$ cat src/rtl/led_serial_receiver_pkg.sv
// ----------------------------------------------------------------------------
// led_serial_receiver_pkg
//   Constants shared by the serial LED link blocks (driver, receiver,
//   DIP parallelizer), plus the commit-result type and the saturating
//   error-counter helper used by the receiver.
// ----------------------------------------------------------------------------
package led_serial_receiver_pkg;

    localparam int LED_FRAME_WIDTH = 16;
    localparam int LED_SYNC_STAGES = 2;
    localparam int LED_ERRCNT_W    = 8;

    localparam logic [LED_ERRCNT_W-1:0] LED_ERRCNT_MAX = '1;

    // Outcome of a latch edge in a given cycle.
    typedef enum logic [1:0] {
        COMMIT_NONE = 2'd0,
        COMMIT_GOOD = 2'd1,
        COMMIT_ERR  = 2'd2
    } commit_e;

    // Increment that sticks at all-ones.
    function automatic logic [LED_ERRCNT_W-1:0] errcnt_inc(input logic [LED_ERRCNT_W-1:0] c);
        return (c == LED_ERRCNT_MAX) ? c : c + LED_ERRCNT_W'(1);
    endfunction

endpackage

$ cat src/rtl/led_serial_receiver_sync_rise_detect.sv
// ----------------------------------------------------------------------------
// sync_rise_detect
//   Brings one asynchronous link wire into the i_CLK domain through a
//   STAGES-deep flop chain and flags its rising edge.
// Ports
//   i_CLK      system clock
//   i_RESET_n  async active-low reset (already release-synchronized)
//   i_Async    raw link wire
//   o_Sync     synchronized level (last chain stage)
//   o_Rise     one-cycle high when o_Sync goes 0 -> 1
// ----------------------------------------------------------------------------
module sync_rise_detect
    import led_serial_receiver_pkg::*;
#(
    parameter int STAGES = LED_SYNC_STAGES
) (
    input  logic i_CLK,
    input  logic i_RESET_n,
    input  logic i_Async,
    output logic o_Sync,
    output logic o_Rise
);

    logic [STAGES-1:0] r_sync;
    logic              r_hist;

    always_ff @(posedge i_CLK or negedge i_RESET_n) begin
        if (!i_RESET_n) begin
            r_sync <= '0;
            r_hist <= 1'b0;
        end else begin
            r_sync <= {r_sync[STAGES-2:0], i_Async};
            r_hist <= r_sync[STAGES-1];
        end
    end

    assign o_Sync = r_sync[STAGES-1];
    // Edge is visible in the same cycle the new level leaves the chain.
    assign o_Rise = r_sync[STAGES-1] & ~r_hist;

endmodule

$ cat src/rtl/led_serial_receiver.sv
// ----------------------------------------------------------------------------
// led_serial_receiver
//   Receiving end of the serial LED link (shift clock / data / latch).
//   Oversamples the link on i_CLK, deserializes WIDTH-bit frames and, on
//   each latch rising edge, publishes a frame that had exactly WIDTH bits.
// Ports
//   i_CLK       system clock (>= 4x link shift clock)
//   i_RESET_n   async active-low reset, release synchronized internally
//   i_SCLK      link shift clock (async)
//   i_SData     link serial data, stable around i_SCLK rising edge
//   i_SLatch    link latch, rising edge commits
//   o_Data      last good frame
//   o_Valid     one-cycle pulse when o_Data updates
//   o_FrameErr  one-cycle pulse on a latch with bit count != WIDTH
//   o_ErrCount  saturating framing-error count
// ----------------------------------------------------------------------------
module led_serial_receiver
    import led_serial_receiver_pkg::*;
#(
    parameter int WIDTH       = LED_FRAME_WIDTH,
    parameter int SYNC_STAGES = LED_SYNC_STAGES,
    parameter bit MSB_FIRST   = 1'b1
) (
    input  logic                    i_CLK,
    input  logic                    i_RESET_n,
    input  logic                    i_SCLK,
    input  logic                    i_SData,
    input  logic                    i_SLatch,
    output logic [WIDTH-1:0]        o_Data,
    output logic                    o_Valid,
    output logic                    o_FrameErr,
    output logic [LED_ERRCNT_W-1:0] o_ErrCount
);

    localparam int               CNT_W    = $clog2(WIDTH + 2);
    localparam logic [CNT_W-1:0] CNT_FULL = CNT_W'(WIDTH);
    // WIDTH+1 marks "too many bits"; the counter parks there.
    localparam logic [CNT_W-1:0] CNT_OVR  = CNT_W'(WIDTH + 1);

    // Reset: asserts immediately, releases two i_CLK edges later.
    logic [1:0] r_rst_sync;
    logic       w_rst_n;

    always_ff @(posedge i_CLK or negedge i_RESET_n) begin
        if (!i_RESET_n) r_rst_sync <= '0;
        else            r_rst_sync <= {r_rst_sync[0], 1'b1};
    end

    assign w_rst_n = r_rst_sync[1];

    // Link input synchronizers.
    logic w_sclk_sync, w_sclk_rise;
    logic w_sdata_sync, w_sdata_rise;
    logic w_latch_sync, w_latch_rise;
    logic w_unused;

    sync_rise_detect #(.STAGES(SYNC_STAGES)) u_sync_sclk (
        .i_CLK     (i_CLK),
        .i_RESET_n (w_rst_n),
        .i_Async   (i_SCLK),
        .o_Sync    (w_sclk_sync),
        .o_Rise    (w_sclk_rise)
    );

    sync_rise_detect #(.STAGES(SYNC_STAGES)) u_sync_sdata (
        .i_CLK     (i_CLK),
        .i_RESET_n (w_rst_n),
        .i_Async   (i_SData),
        .o_Sync    (w_sdata_sync),
        .o_Rise    (w_sdata_rise)
    );

    sync_rise_detect #(.STAGES(SYNC_STAGES)) u_sync_latch (
        .i_CLK     (i_CLK),
        .i_RESET_n (w_rst_n),
        .i_Async   (i_SLatch),
        .o_Sync    (w_latch_sync),
        .o_Rise    (w_latch_rise)
    );

    // Only the data level and the two rising edges are consumed.
    assign w_unused = w_sclk_sync ^ w_sdata_rise ^ w_latch_sync;

    // Datapath state.
    logic [WIDTH-1:0]        r_shift;
    logic [CNT_W-1:0]        r_cnt;
    logic [WIDTH-1:0]        r_data;
    logic                    r_valid;
    logic                    r_ferr;
    logic [LED_ERRCNT_W-1:0] r_errcnt;

    logic [WIDTH-1:0] w_shift_nxt;
    logic [CNT_W-1:0] w_cnt_nxt;
    commit_e          w_commit;

    // Shift first, so a latch in the same cycle judges the updated frame.
    always_comb begin
        w_shift_nxt = r_shift;
        w_cnt_nxt   = r_cnt;
        if (w_sclk_rise) begin
            if (MSB_FIRST) w_shift_nxt = {r_shift[WIDTH-2:0], w_sdata_sync};
            else           w_shift_nxt = {w_sdata_sync, r_shift[WIDTH-1:1]};
            if (r_cnt != CNT_OVR) w_cnt_nxt = r_cnt + CNT_W'(1);
        end
    end

    always_comb begin
        w_commit = COMMIT_NONE;
        if (w_latch_rise) w_commit = (w_cnt_nxt == CNT_FULL) ? COMMIT_GOOD : COMMIT_ERR;
    end

    always_ff @(posedge i_CLK or negedge w_rst_n) begin
        if (!w_rst_n) begin
            r_shift  <= '0;
            r_cnt    <= '0;
            r_data   <= '0;
            r_valid  <= 1'b0;
            r_ferr   <= 1'b0;
            r_errcnt <= '0;
        end else begin
            r_shift <= w_shift_nxt;
            r_cnt   <= (w_commit == COMMIT_NONE) ? w_cnt_nxt : '0;
            r_valid <= (w_commit == COMMIT_GOOD);
            r_ferr  <= (w_commit == COMMIT_ERR);
            if (w_commit == COMMIT_GOOD) r_data   <= w_shift_nxt;
            if (w_commit == COMMIT_ERR)  r_errcnt <= errcnt_inc(r_errcnt);
        end
    end

    assign o_Data     = r_data;
    assign o_Valid    = r_valid;
    assign o_FrameErr = r_ferr;
    assign o_ErrCount = r_errcnt;

endmodule
$ cat config.mk
export PLATFORM = sky130hd
export DESIGN_NAME = led_serial_receiver
export DESIGN_NICKNAME = d
export VERILOG_FILES = /design/src/rtl/led_serial_receiver_pkg.sv /design/src/rtl/led_serial_receiver_sync_rise_detect.sv /design/src/rtl/led_serial_receiver.sv
export SDC_FILE = /design/constraint.sdc
export NUM_CORES = 1
export LEC_CHECK = 0
export ABC_AREA = 1
export BUFFER_PORTS_ARGS = -buffer_cell sky130_fd_sc_hd__buf_2
export CORE_MARGIN = 2
export CORE_UTILIZATION = 35
export CTS_CLUSTER_DIAMETER = 80
export DETAILED_ROUTE_END_ITERATION = 7
export GPL_ROUTABILITY_DRIVEN = 0
export HOLD_SLACK_MARGIN = 0.02
export PLACE_DENSITY = 0.57
export SYNTH_ARGS = -nofsm -noshare
export SYNTH_HDL_FRONTEND = slang
export SYNTH_SLANG_ARGS = --single-unit
$ cat constraint.sdc
create_clock -name i_CLK -period 2.3 [get_ports i_CLK]
set_input_delay 0.46 -clock i_CLK [delete_from_list [all_inputs] [get_ports i_CLK]]
set_output_delay 0.46 -clock i_CLK [all_outputs]
set_load 0.01 [all_outputs]
==> results.md <==
- Critical path's top delay family: simple AND/OR/NAND/NOR gates
- Worst path required time: 2.51 ns
- Total congestion overflow: 0
- Clk Tree Root Cell: clkbuf_8
- Worst Hold Class: primary input to flop
- Ranking of synthesized cells by instance count: nand2_1, dfrtp_1, inv_1, nor2_1, nand4_1
- Initial Util: 0.368
- Startpoint types: flop
- Critical path's most frequent cell: nand2_1
- Synth Cell Area: 2360 sq um
- Pin count of the biggest net entering global routing: 32
- CTS H-Tree Depth: 3
- Max Fclk: 517 MHz
- Clock Latency Late Sink: 0.32 ns
- DRC errors left: 0
- Vert. Die Dim: 86.1 um
- Critical path's slowest cell: dfrtp_1
- Post-DR wirelength/cell: 11.5 um
- Full die area: 7420 sq um
- Area leader, netlist: dfrtp_1
- Worst slew pin tran: 0.575 ns
- R2r worst-path depth: 10
- Most crowded layer after global routing: met2
- I/O pin count: 31
- # rows: 29
- Reg2reg start: r_cnt[0]
- Layout cell share with drive strength beyond 1: 0.215
- Fin crit share: 0.841
- DP Area: 2610 sq um
- Distinct cell type count after synthesis: 26
- First-pass GRT wire length: 7800 um
- Final-report hold violation count: 0
- Global Route Usage Sum: 0.135
- Skew final: 0.00449 ns
- WHS Path Cells: 1
- Final min period: 1.93 ns
- Synth Instances: 252
- CP Capture Type: flop
- Outcome: completed
- Number of port buffers: 30
- Syn_nets: 260
- Leading post-synthesis cells by cell area: dfrtp_1, nand2_1, nand4_1
- CP arrival: 2.15 ns
- VDD IR max: 0.000424 V
- Smallest hold slack: 0.239 ns
- Syn. warnings: 0
- Crit-path max FO: 16
- Leak: 1.57 nW
- Syn_area_per_cell: 9.37 sq um
- Hold Startpoint: i_SLatch
- Final WL: 4310 um
- Remaining antenna violation count: 0
- Number of setup violations in the final report: 0
- Worst rel slew slack: 0.617
- Met2 GRT Util: 0.216
- Setup TNS Final: 0 ns
- Post-Layout Inst Area: 2800 sq um
- Met1 Use GR: 0.166
- Ant. Diodes: 0
- Unrepaired setup endpoints after global routing: no
- Initial antenna violation count: 0
- Cts repair resizes: 0
- CTS max path bufs: 2
- Global routing usage on met3: 0.0375
- R2R Path End: o_Data[5]
- 1st-iter DRT viols: 45
- Detailed Routing Iterations Pass 1: 4
- #FFs+latches synth: 57
- Core Footprint: 6420 sq um
- Post-DP HPWL: 2890 um
- Area delta synth->final: 18.7%
- Power per Cell Area: 821 nW/um^2
- Max Slew Vio Count: 0
- EDFF count, synth: 0
- Worst path max stage delay: 0.42 ns
- Ys async rst share: 1.00
- Crit path kind: flop to flop
- CTS tree: done
- Sinks on Clock Net: 57
- Nets: 301
- Reg2reg setup slack: 0.37 ns
- Worst path bufs/invs: 1
- Worst path cell trace: ha_1 -> nand2_1 -> inv_1 -> nand2_1 -> nand2_1 -> xor2_1 -> and2_2 -> nand3_4 -> nand2_1 -> nand2_1
- Area share of the largest cell type after synthesis: 0.604
- Seq/Total Area, Yosys: 0.604
- Clock transition at the registers of the reported paths: 0.07 ns
- Via total after detailed routing: 1709
- Vias in the first global route: 1760
- Num CTS Buffers: 9
- Synth Flop Type: dfrtp_1
- Most numerous cell in the Yosys netlist: nand2_1
- Die W: 86.1 um
- Post-DR vias/cell: 4.56
- Hold EP: u_sync_latch.r_sync[0]
- Max-cap violations: 0
==> metrics by stage <==
stage / utilization / setup WS [ns] / std cells / power, mW
CTS: 0.436 / 0.346 / 375 / 2.34
floorplan: - / 0.519 / 252 / 1.40
global placement: 0.406 / 0.423 / 358 / 1.49
detailed placement: 0.406 / 0.354 / 358 / 1.49
global route: 0.436 / 0.0981 / 375 / 2.45
finish: 0.436 / 0.366 / 375 / 2.30
==> layout by cell type, fill, tap and decap left out, types with 2 or more instances in the layout <==
cell        synthesis  final
a21oi_1             3      3
buf_2               0     30
buf_4               0      4
clkbuf_8            0     11
clkinv_2            0      3
clkinvlp_4          0      2
dfrtp_1            57     56
ha_1                3      3
inv_1              10     10
inv_2               2      2
nand2_1           122    122
nand2_2             2      2
nand3_1             8      8
nand3_4             2      2
nand4_1             9      9
nor2_1             10     10
o21ai_0             2      2
xnor2_1             3      3
xor2_1              4      4
==> cell families after synthesis <==
family / synth area share
buffers and inverters: 0.0424
flip-flops: 0.604
AO/OA/AOI/OAI: 0.0138
XOR/XNOR: 0.0260
AND/OR/NAND/NOR: 0.296
other: 0.00159
adder cells (fa/ha/maj): 0.0159
==> worst max path at each step <==
stage / startpoint / endpoint / slack [ns] / cells after the start
final: r_cnt[0] / o_Data[5] / 0.37 / 10
after global routing: r_cnt[1] / o_ErrCount[3] / 0.1 / 11
after CTS: r_cnt[0] / o_Data[12] / 0.35 / 10
after detailed placement: r_cnt[0] / o_Data[8] / 0.35 / 10
after global placement: r_cnt[1] / o_Data[7] / 0.42 / 11
after floorplan: r_cnt[0] / o_Data[0] / 0.52 / 11
==> sequential cells by signal, summed over array words and instances (netlist names) <==
signal,flops
u_sync_sdata.r_sync,2
o_ErrCount,8
u_sync_sclk.r_sync,2
r_rst_sync,2
u_sync_sclk.r_hist,1
o_Data,16
o_Valid,1
r_cnt,5
r_shift,16
o_FrameErr,1
u_sync_latch.r_sync,2
u_sync_latch.r_hist,1
==> what timing repair did <==
item / in CTS / in global routing
hold buffers: 1 / 0
endpoints found under the hold margin: 2 / 0
setup buffers: 0 / 0
==> power by group <==
part           leakage, nW  switching [mW]  total (mW)  internal [mW]
clock network       0.0911           0.388       0.831          0.443
logic                0.727           0.164       0.277          0.113
registers            0.755          0.0900        1.19           1.10
total                 1.57           0.642        2.30           1.66
==> metal layers <==
layer / share of wire / routed length, um
met1: 0.47 / 2010
met3: 0.036 / 157
met4: 0.019 / 81
met2: 0.48 / 2060
met5: 0 / 0
==> area by class of cell <==
class | count | area [sq um]
fill | 630 | 3620
inverter | 13 | 51.3
sequential | 57 | 1430
tap | 77 | 96.3
clock inverter | 5 | 30.0
multi-input combinational | 176 | 835
timing repair buffer | 36 | 210
clock buffer | 11 | 151
(Power assumes the default switching activity.)
